--- config.mk ---
export PLATFORM = sky130hd
export DESIGN_NAME = wb_arbiter
export DESIGN_NICKNAME = d
export VERILOG_FILES = /design/src/rtl/wb_arbiter.sv
export SDC_FILE = /design/constraint.sdc
export NUM_CORES = 1
export LEC_CHECK = 0
export ABC_AREA = 1
export BUFFER_PORTS_ARGS = -buffer_cell sky130_fd_sc_hd__buf_2
export CAP_MARGIN = 20
export CORE_AREA = 10 10 112 114
export DETAILED_ROUTE_END_ITERATION = 8
export DIE_AREA = 0 0 122 124
export HOLD_SLACK_MARGIN = 0.08
export PLACE_DENSITY_LB_ADDON = 0.3
export SLEW_MARGIN = 10
export SYNTH_ARGS = -nofsm -noshare
export SYNTH_HDL_FRONTEND = slang
export SYNTH_SLANG_ARGS = --single-unit
--- constraint.sdc ---
create_clock -name clk -period 2.3 [get_ports clk]
set_input_delay 0.46 -clock clk [delete_from_list [all_inputs] [get_ports clk]]
set_output_delay 0.46 -clock clk [all_outputs]
set_load 0.05 [all_outputs]
--- src/rtl/wb_arbiter.sv ---
// Two-requester round-robin arbiter in front of a single Wishbone master port.
// One transaction is outstanding at a time. Each grant is held until wb_ack
// arrives or the bus timeout expires, and every grant returns through IDLE.
module wb_arbiter #(
  parameter int          TIMEOUT_CYCLES = 255,
  parameter logic [31:0] TIMEOUT_DATA   = 32'hDEADBEEF
) (
  input  logic        clk,
  input  logic        rst,
  input  logic [31:0] m0_addr,
  input  logic [31:0] m0_wdata,
  input  logic        m0_wen,
  input  logic        m0_ren,
  output logic [31:0] m0_rdata,
  output logic        m0_ack,
  output logic        m0_err,
  input  logic [31:0] m1_addr,
  input  logic [31:0] m1_wdata,
  input  logic        m1_wen,
  input  logic        m1_ren,
  output logic [31:0] m1_rdata,
  output logic        m1_ack,
  output logic        m1_err,
  output logic [31:0] wb_addro,
  output logic [31:0] wb_do,
  output logic [3:0]  wb_sel,
  output logic        wb_wen,
  output logic        wb_ren,
  input  logic [31:0] wb_di,
  input  logic        wb_ack,
  output logic        busy,
  output logic        grant_id
);

  typedef enum logic [1:0] {IDLE, GNT0, GNT1} state_t;

  // Last count value before the transaction is force-terminated.
  localparam logic [7:0] TO_LAST = 8'(TIMEOUT_CYCLES - 1);

  state_t      state_q, state_d;
  logic        last_grant_q, last_grant_d;
  logic [7:0]  to_cnt_q, to_cnt_d;

  logic        req0, req1;
  logic        gsel;
  logic        greq, gwen, gren;
  logic [31:0] gaddr, gwdata;
  logic        done_ack, done_err;
  logic [31:0] done_data;

  assign req0 = m0_wen | m0_ren;
  assign req1 = m1_wen | m1_ren;

  // Requester currently owning the bus; only meaningful in a grant state.
  assign gsel   = (state_q == GNT1);
  assign greq   = gsel ? req1     : req0;
  assign gwen   = gsel ? m1_wen   : m0_wen;
  assign gren   = gsel ? m1_ren   : m0_ren;
  assign gaddr  = gsel ? m1_addr  : m0_addr;
  assign gwdata = gsel ? m1_wdata : m0_wdata;

  assign wb_sel   = 4'b1111;
  assign busy     = (state_q != IDLE);
  assign grant_id = busy ? gsel : last_grant_q;

  // State, fairness pointer and timeout counter registers.
  always_ff @(posedge clk or posedge rst) begin
    if (rst) begin
      state_q      <= IDLE;
      last_grant_q <= 1'b1;
      to_cnt_q     <= '0;
    end else begin
      state_q      <= state_d;
      last_grant_q <= last_grant_d;
      to_cnt_q     <= to_cnt_d;
    end
  end

  // Next-state logic, bus drive and completion/timeout decode.
  always_comb begin
    state_d      = state_q;
    last_grant_d = last_grant_q;
    to_cnt_d     = to_cnt_q;
    wb_addro     = '0;
    wb_do        = '0;
    wb_wen       = 1'b0;
    wb_ren       = 1'b0;
    done_ack     = 1'b0;
    done_err     = 1'b0;
    done_data    = '0;
    unique case (state_q)
      IDLE: begin
        to_cnt_d = '0;
        if (req0 && req1) state_d = last_grant_q ? GNT0 : GNT1;
        else if (req0)    state_d = GNT0;
        else if (req1)    state_d = GNT1;
      end
      GNT0, GNT1: begin
        wb_addro = gaddr;
        wb_do    = gwdata;
        wb_wen   = gwen;
        wb_ren   = gren & ~gwen;
        if (!greq) begin
          // Requester withdrew: drop the grant silently, fairness untouched.
          state_d  = IDLE;
          to_cnt_d = '0;
        end else if (wb_ack) begin
          // A real ack wins over a timeout landing in the same cycle.
          done_ack     = 1'b1;
          done_data    = wb_di;
          state_d      = IDLE;
          last_grant_d = gsel;
          to_cnt_d     = '0;
        end else if (to_cnt_q == TO_LAST) begin
          done_ack     = 1'b1;
          done_err     = 1'b1;
          done_data    = TIMEOUT_DATA;
          state_d      = IDLE;
          last_grant_d = gsel;
          to_cnt_d     = '0;
        end else begin
          to_cnt_d = to_cnt_q + 8'd1;
        end
      end
      default: state_d = IDLE;
    endcase
  end

  // Route the completion only to the granted requester.
  always_comb begin
    m0_ack   = done_ack & ~gsel;
    m0_err   = done_err & ~gsel;
    m0_rdata = gsel ? 32'h0 : done_data;
    m1_ack   = done_ack & gsel;
    m1_err   = done_err & gsel;
    m1_rdata = gsel ? done_data : 32'h0;
  end

endmodule

# Word level (Yosys, flattened, before mapping)
# Cells that the tools add are included.
[word_totals]
reg_bits = 11
latch_bits = 0
ramBits = 0
rom_bits = 0
inputBits = 167
output_inout_bits = 140
elab_cells = 63
n_memories = 0
[op_classes]
add_sub_neg = 1
mul = 0
div = 0
order_cmp = 0
n_eq_ne = 5
shifts = 0
n_mux = 37
n_bitwise = 9
n_reduce_logical = 8
[ops]
columns = ["operator", "n"]
rows = [
  ["$mux 32", 10],
  ["$mux 8", 3],
  ["$pmux 8 s2", 1],
  ["$mux 1", 15],
  ["$mux 2", 7],
  ["$add 8x1->8 const B", 1],
  ["$eq 8x8->1 const B", 1],
  ["$ne 4x4->1 const B", 2],
  ["$reduce_bool 2->1", 3],
  ["$and 1x1->1", 5],
  ["$pmux 2 s2", 1],
  ["$reduce_and 3->1", 1],
  ["$eq 2x1->1 const B", 1],
  ["$eq 2x2->1 const B", 1],
  ["$logic_not 2->1", 1],
  ["$not 1->1", 2],
  ["$or 1x1->1", 2],
  ["$reduce_and 2->1", 1],
  ["$reduce_or 2->1", 1],
  ["$logic_and 1x1->1", 1],
]

# Logic depth before layout (Yosys ltp)
# Gate-level depths: netlist of run 1.
[depth]
ltp_word = 6
mapped_depth = 10
depth_no_buf = 10

# Worst setup path after synthesis of run 1
# OpenSTA, ideal clock, no wires.
[synth_path]
kind = "flip-flop to output port"
start = "register state_q[0]"
end = "output port m0_rdata[24]"
arrival_time_ns = 2.445
required_time_ns = 1.840
slack_ns = -0.605
stages_incl_launch_ff = 10
n_path_buf = 2
cell_sequence = "dfrtp_1 inv_1 ha_1 buf_4 nand2_1 nand2_2 nor2_8 nand2_2 buf_6 nor3_1"
[synth_between]
elab_chain_cells = 5
word_cells_on_any_way = 7
cone_classes = "2 x eq/ne; 4 x mux; 1 x reduce/logical"
[synth_lines]
columns = ["item", "line", "text"]
rows = [
  ["from (decl)", "40", "state_t state_q, state_d;"],
  ["from (signal assigned)", "73", "state_q <= state_d;"],
  ["$eq 2x2->1 (*)", "55", "assign gsel = (state_q == GNT1);"],
  ["via gsel", "45", "logic gsel;"],
  ["$mux 1", "56", "assign greq = gsel ? req1 : req0;"],
  ["$mux 32", "103", "if (!greq) begin"],
  ["$mux 32", "91", "unique case (state_q)"],
  ["$mux 32 (*)", "133", "m0_rdata = gsel ? 32'h0 : done_data;"],
  ["to (decl)", "14", "output logic [31:0] m0_rdata,"],
]
# Mark *: on every way through the listed nets, which the timed path passes. The rest lies on a longest branch.

# Final worst setup path of run 1
[layout_path]
start = "register state_q[0]"
end = "output port m1_rdata[13]"
[layout_between]
elab_chain_cells = 5
word_cells_on_any_way = 7
cone_classes = "2 x eq/ne; 4 x mux; 1 x reduce/logical"
[layout_lines]
columns = ["item", "line", "text"]
rows = [
  ["$eq 2x2->1", "55, 91", ""],
  ["$mux 1", "56", ""],
  ["$mux 32", "103", ""],
  ["$mux 32", "91", ""],
  ["$mux 32 (*)", "136", "m1_rdata = gsel ? done_data : 32'h0;"],
  ["to (decl)", "21", "output logic [31:0] m1_rdata,"],
]
# Every way passes the cells marked *; elsewhere a longest branch is shown, timed or not.

==> results of run 1 <==
[cells in the final DEF, fill, tap and decap left out, drive strengths merged]
cell type / n
ha: 5
o21ai: 70
inv: 48
conb: 4
clkbuf: 37
nor2: 152
nand2: 31
o22ai: 1
nand4: 1
nor3: 19
dfstp: 1
a21oi: 52
dfrtp: 10
nand3: 9
buf: 304
xor2: 2
bufbuf: 1
[area by class of cell]
class / instances / area, µm² / share of cell area (%)
Clock buffer: 4 / 45.0 / 0.750
Timing Repair Buffer: 338 / 2860 / 47.5
Tap cell: 136 / 170 / 2.83
Multi-Input combinational cell: 346 / 2470 / 41.1
Inverter: 48 / 190 / 3.16
Sequential cell: 11 / 277 / 4.60
[what timing repair did]
action                                  in CTS  in global routing
endpoints found under the setup margin     113                132
gates cloned                                 1                  7
gates resized for setup                    168                148
pin swaps                                    2                 12
setup buffers                                4                  6
[worst max-delay path, delay by kind of cell (launching register included)]
family / cells / cell delay [ns]
AOI/OAI and AO/OA: 1 / 0.13
buffers and inverters: 5 / 0.66
adders and majority gates: 1 / 0.28
and+or+nand+nor: 2 / 0.33
DFF: 1 / 0.37
[layer usage]
| layer | part of all wire [%] | global-route usage [%] | up-vias | wire length (µm) |
|---|---|---|---|---|
| met5 | 0 | 0 | - | 0 |
| met4 | 1.2 | 2.53 | 0 | 192 |
| met3 | 11 | 6.38 | 17 | 1800 |
| met2 | 53 | 30.8 | 237 | 8700 |
| met1 | 34 | 17.9 | 1909 | 5610 |
| li1 | - | - | 2014 | - |
[through the flow]
step | instance area [µm²] | instances | utilization [%] | worst slack [ns] | TNS (ns)
global placement | 4620 | 861 | 45.2 | -0.0177 | -0.0177
global route | 6010 | 883 | 58.7 | -0.248 | -15.45
detailed placement | 4620 | 861 | 45.2 | 0.00379 | 0
finish | 6010 | 883 | 58.7 | -0.173 | -7.56
CTS | 5270 | 870 | 51.5 | -0.0925 | -2.57
floorplan | 2880 | 443 | - | -0.166 | -0.796
[cells by family after synthesis]
kind of cell    after synthesis  share of synthesized area [%]
other cells                   1                          0.166
xor+xnor                      2                          0.777
buf+inv                      86                           17.1
flops                        11                           12.3
compound gates              123                           27.7
fa+ha+maj                     5                           2.77
simple gates                212                           39.2
[worst min path at each step]
stage	to	cells after the start	from	slack (ns)
after floorplan	state_q[0]	1	rst	0.31
after global placement	to_cnt_q[2]	2	rst	0.48
after detailed placement	to_cnt_q[4]	2	rst	0.48
after CTS	to_cnt_q[0]	2	rst	0.23
after global routing	to_cnt_q[0]	2	rst	0.25
final	to_cnt_q[0]	2	rst	0.21
[sequential cells by signal (all words and copies together), names as in the netlist]
register / flops
state_q: 2
last_grant_q: 1
to_cnt_q: 8
[power by group through the flow]
| stage | Clock (mW) | Sequential (mW) | Combinational, mW |
|---|---|---|---|
| after floorplan | 0 | 0.264 | 6.68 |
| after global placement | 0 | 0.270 | 8.67 |
| after CTS | 0.200 | 0.270 | 9.57 |
| after detailed placement | 0 | 0.272 | 8.75 |
| after global routing | 0.213 | 0.275 | 11.5 |
| final | 0.195 | 0.270 | 11.0 |
==> out/qor.txt, run 1 <==
GRT Util Overall: 16.6%
Ranking of synthesized cells by area: nor2_1, o21ai_0, a21oi_1
Root buffer cell: clkbuf_8
Max-Cap Viols: 0
FF+latch count, synth: 11
Startpoint types: flop
Routed Antenna Nets: 0
Die width: 122 µm
Synth cell types: 25
Wire per inst: 18.5 µm
WP data required: 1.84 ns
Initial Utilization: 22.0%
CTS H-Tree Depth: 1
Layout filler cell count: 867
Ratio of cells with drive above 1 in the final layout: 64.0%
Design Power: 11.4 mW
FP Rows: 37
Pre-Repair DR Iteration Count: 5
Slowest stage cell on the critical path: dfrtp_1
Critical path type: flop to primary output
Initial antenna violation count: 0
RR Endpoint: to_cnt_q[7]
PortBufs: 302
First-pass GRT wire length: 21,000 µm
Initial drt markers: 252
Most used DFF post-synth: dfrtp_1
Most frequent cell after synthesis: nor2_1
CP peak stage delay: 0.37 ns
I/O pin total: 307
Post-DR vias/cell: 4.73
Via count: 4,177
Clock Pin Slew Worst Setup and Hold Paths: 0.05 ns
Worst setup margin: -0.173 ns
Fmax: 404 MHz
R2R Path Start: state_q[0]
Leakage: 2.95 nW
Hold Slack: 0.208 ns
Setup crit end kind: primary output
Largest net degree at the start of global routing: 49
Part of the power in registers: 2.4%
Num Clock Sinks: 11
Fin crit period: 2.47 ns
Die Ht: 124 µm
Failing checks: negative setup slack
Cell taking the most area after synthesis: nor2_1
Die ar.: 0.0151 mm²
Synth Warn #: 0
Status: finished with violations
Final WL: 16,300 µm
Vias in the first global route: 4,045
Routability Congestion: 0.900
Final slew viol count: 0
Worst reg-to-reg path cell count: 9
Seq/Total Area, Yosys: 12.3%
Diode count: 0
Final nets: 920
CTS Buf Count: 3
Setup crit end: m1_rdata[13]
Hold WC Path Type: primary input to async pin
PwrDens: 1900 mW/mm²
Clock share of power: 1.7%
Syn-to-layout area delta: 167%
RSZ-0062 raised after global routing: true
Post-synth EDFFs: 0
HPWL after DPL: 11,800 µm
Aggregate global routing overflow: 0
Synth cell count leaders: nor2_1, o21ai_0, a21oi_1
Hold_buf cts: 0
P_int: 4.04 mW
Hold Fails Final Rpt: 0
Worst-Skew Late Latency: 0.24 ns
Clock Skew: 0.00670 ns
Combinational power share: 95.9%
Total core area: 0.0102 mm²
Post-synth design cell area: 0.00225 mm²
Sw Share: 64.7%
CTS tree: built
CP Data Arrival Time: 2.01 ns
Post-Syn Instances: 440
Cell Chain, Critical Path: inv_2, buf_4, ha_4, inv_4, nor2_8, nand3_4, clkbuf_16, a21oi_4, buf_6
Period Utilization, post-route: 108%
Reg2reg setup slack: 0.44 ns
Async set-or-reset flop fraction in the synthesized netlist: 100%
Area share of the largest cell type after synthesis: 25.0%
Sw power: 7.41 mW
Setup violations, final: 71
Worst vdd ir: 1.32 mV
Mean Syn Cell Area: 5.12 µm²
Worst Path Max Fanout: 8
Worst Setup SP: state_q[0]
Post-route DRC violation count: 0
Max Root-Sink Buffers: 2
(Power assumes the default switching activity.)
==> run 2: changes to the inputs <==
--- a/config.mk
+++ b/config.mk
@@ -12,7 +12,7 @@
 export DETAILED_ROUTE_END_ITERATION = 8
 export DIE_AREA = 0 0 122 124
 export HOLD_SLACK_MARGIN = 0.08
-export PLACE_DENSITY_LB_ADDON = 0.3
+export PLACE_DENSITY = 0.7
 export SLEW_MARGIN = 10
 export SYNTH_ARGS = -nofsm -noshare
 export SYNTH_HDL_FRONTEND = slang
==> run 2 against run 1 <==
Clock-buffer cell count stayed put. Via count is 1.3% lower. Clock skew is 0.0037 ns lower. Sequential share of layout area is 0.36 points higher. Highest routed layer unchanged. Cell area is 7.2% lower. Non-clock buffer count is 7 lower. Routed wire length is 2.9% lower. Total power is 7.2% lower. Sequential power hardly changed. Clock power hardly changed. Maximum frequency is 1.1% higher. Critical path type unchanged. The run still ends with negative setup slack left. First-iteration DRC count is 35% higher.
==> out/qor.txt, run 2 (synthesized netlist as in run 1, its figures left out) <==
Fmax: 409 MHz
Final nets: 913
Setup TNS: -4.77 ns
CTS H-Tree Depth: 1
Setup crit end kind: primary output
Sw power: 7.15 mW
Layout filler cell count: 903
Diode count: 0
Failing checks: negative setup slack
Aggregate global routing overflow: 0
PwrDens: 1910 mW/mm²
Leakage: 2.81 nW
Clock Pin Slew Worst Setup and Hold Paths: 0.05 ns
P_int: 3.47 mW
WP data required: 1.84 ns
Status: finished with violations
GRT Util Overall: 17.2%
Routed Antenna Nets: 0
Pre-Repair DR Iteration Count: 5
Commonest cells after routing, fill and taps aside: buf_2, nor2_1, buf_6
Hold WC Path Type: primary input to async pin
Die width: 122 µm
Die ar.: 0.0151 mm²
I/O pin total: 307
Initial drt markers: 339
Num Clock Sinks: 11
Fin crit period: 2.45 ns
Critical path type: flop to primary output
Biggest register: to_cnt_q
Via count: 4,123
RSZ-0062 raised after global routing: true
Sw Share: 67.3%
Final slew viol count: 0
Vias in the first global route: 4,012
CTS Buf Count: 3
Hold_buf cts: 0
Core Util, Final: 54.5%
Setup violations, final: 69
Part of the power in registers: 2.6%
Wire per inst: 18.1 µm
Worst Path Max Fanout: 25
Post-route DRC violation count: 0
Commonest non-fill, non-tap cell in the layout: buf_2
Largest net degree at the start of global routing: 78
Syn-to-layout area delta: 147%
Final WL: 15,800 µm
Period Utilization, post-route: 106%
Routability Congestion: 0.928
Initial antenna violation count: 0
Worst vdd ir: 1.47 mV
Startpoint types: flop
Total core area: 0.0102 mm²
Reg2reg setup slack: 0.57 ns
HPWL after DPL: 12,000 µm
CTS tree: built
Worst setup margin: -0.146 ns
Worst-Skew Late Latency: 0.24 ns
Top Registers: to_cnt_q x8, state_q x2, last_grant_q x1
Post-DR vias/cell: 4.71
Worst slew pin tran: 0.980 ns
Die Ht: 124 µm
Slew margin rel.: 34.7%
CP Data Arrival Time: 1.99 ns
Root buffer cell: clkbuf_8
Ratio of cells with drive above 1 in the final layout: 63.9%
Clock share of power: 1.8%
Max-Cap Viols: 0
PortBufs: 302
FP Rows: 37
Max reg flops: 8
Clock Skew: 0.00296 ns
Hold Fails Final Rpt: 0
Initial Utilization: 22.0%
Max Root-Sink Buffers: 2
Combinational power share: 95.6%
First-pass GRT wire length: 21,400 µm
## run 2: cell types whose count changed in the layout (fill, tap and decap cells not counted), moves of 2 or more
cell       previous run  this run
buf_8                16         3
o21ai_0              65        68
buf_6                85        74
inv_2                 2         5
a21oi_4              42        20
a21oi_2               7        29
clkbuf_4             27        33
clkbuf_16             6         1
buf_12               12        14
buf_2               168       171
inv_4                 2         0
buf_4                22        33
o21ai_1               4         1
## run 2: repair_timing
item / in CTS / in global routing
setup buffers: 5 / 0
endpoints found under the setup margin: 70 / 129
pin swaps: 4 / 1
resized for setup: 153 / 104
cloned: 1 / 1
## run 2: cell type report
cell class,count,area [µm²],share of cell area [%]
well taps,136,170,3.05
clock buffers,4,45.0,0.808
repair buffers,331,2590,46.5
multi-input cells,346,2310,41.4
inverters,48,185,3.32
flip-flops and latches,11,277,4.96
## run 2: stage by stage
step	hold WS (ns)	instance area [µm²]	setup slack [ns]	total power [mW]	cells
after global placement	0.479	4690	0.0844	9.08	865
final	0.212	5580	-0.146	10.6	876
after detailed placement	0.484	4690	0.00931	9.09	865
after floorplan	0.312	2880	-0.166	6.94	443
after global routing	0.252	5580	-0.208	11.2	876
after CTS	0.228	5330	-0.0824	10.0	875
## run 2: per-layer routing
layer	wire length [µm]	part of all wire, %	vias to the layer above	GRT usage, %
met1	5520	35	1863	18.8
met4	207	1.3	0	2.83
met3	1990	13	19	7.01
li1	-	-	1998	-
met2	8110	51	243	31.1
met5	0	0	-	0
## run 2: worst paths after layout
check / cells past startpoint / startpoint / to
setup / recovery: 11 / state_q[0] / m0_rdata[19]
hold / removal: 2 / rst / to_cnt_q[5]
setup reg to reg: 11 / to_cnt_q[0] / to_cnt_q[7]
hold reg to reg: 2 / last_grant_q / last_grant_q
max in group asynchronous: 2 / rst / last_grant_q
min in group clk: 2 / last_grant_q / last_grant_q
## run 2: worst max-delay path, stage by stage, from the launching register on
cell and delay [ns]:
dfrtp_1 0.38, inv_2 0.11, ha_4 0.16, inv_2 0.06, nand2_2 0.10, nand2_4 0.07
nor2_8 0.13, buf_6 0.12, nand3_4 0.06, buf_12 0.19, a21oi_2 0.18, buf_6 0.19
## run 2: power groups by stage
stage | combinational [mW] | clock, mW | sequential [mW]
2_1_floorplan | 6.68 | 0 | 0.264
3_3_place_gp | 8.81 | 0 | 0.266
3_5_place_dp | 8.83 | 0 | 0.268
4_1_cts | 9.53 | 0.201 | 0.273
5_1_grt | 10.7 | 0.213 | 0.277
6_report | 10.2 | 0.194 | 0.273
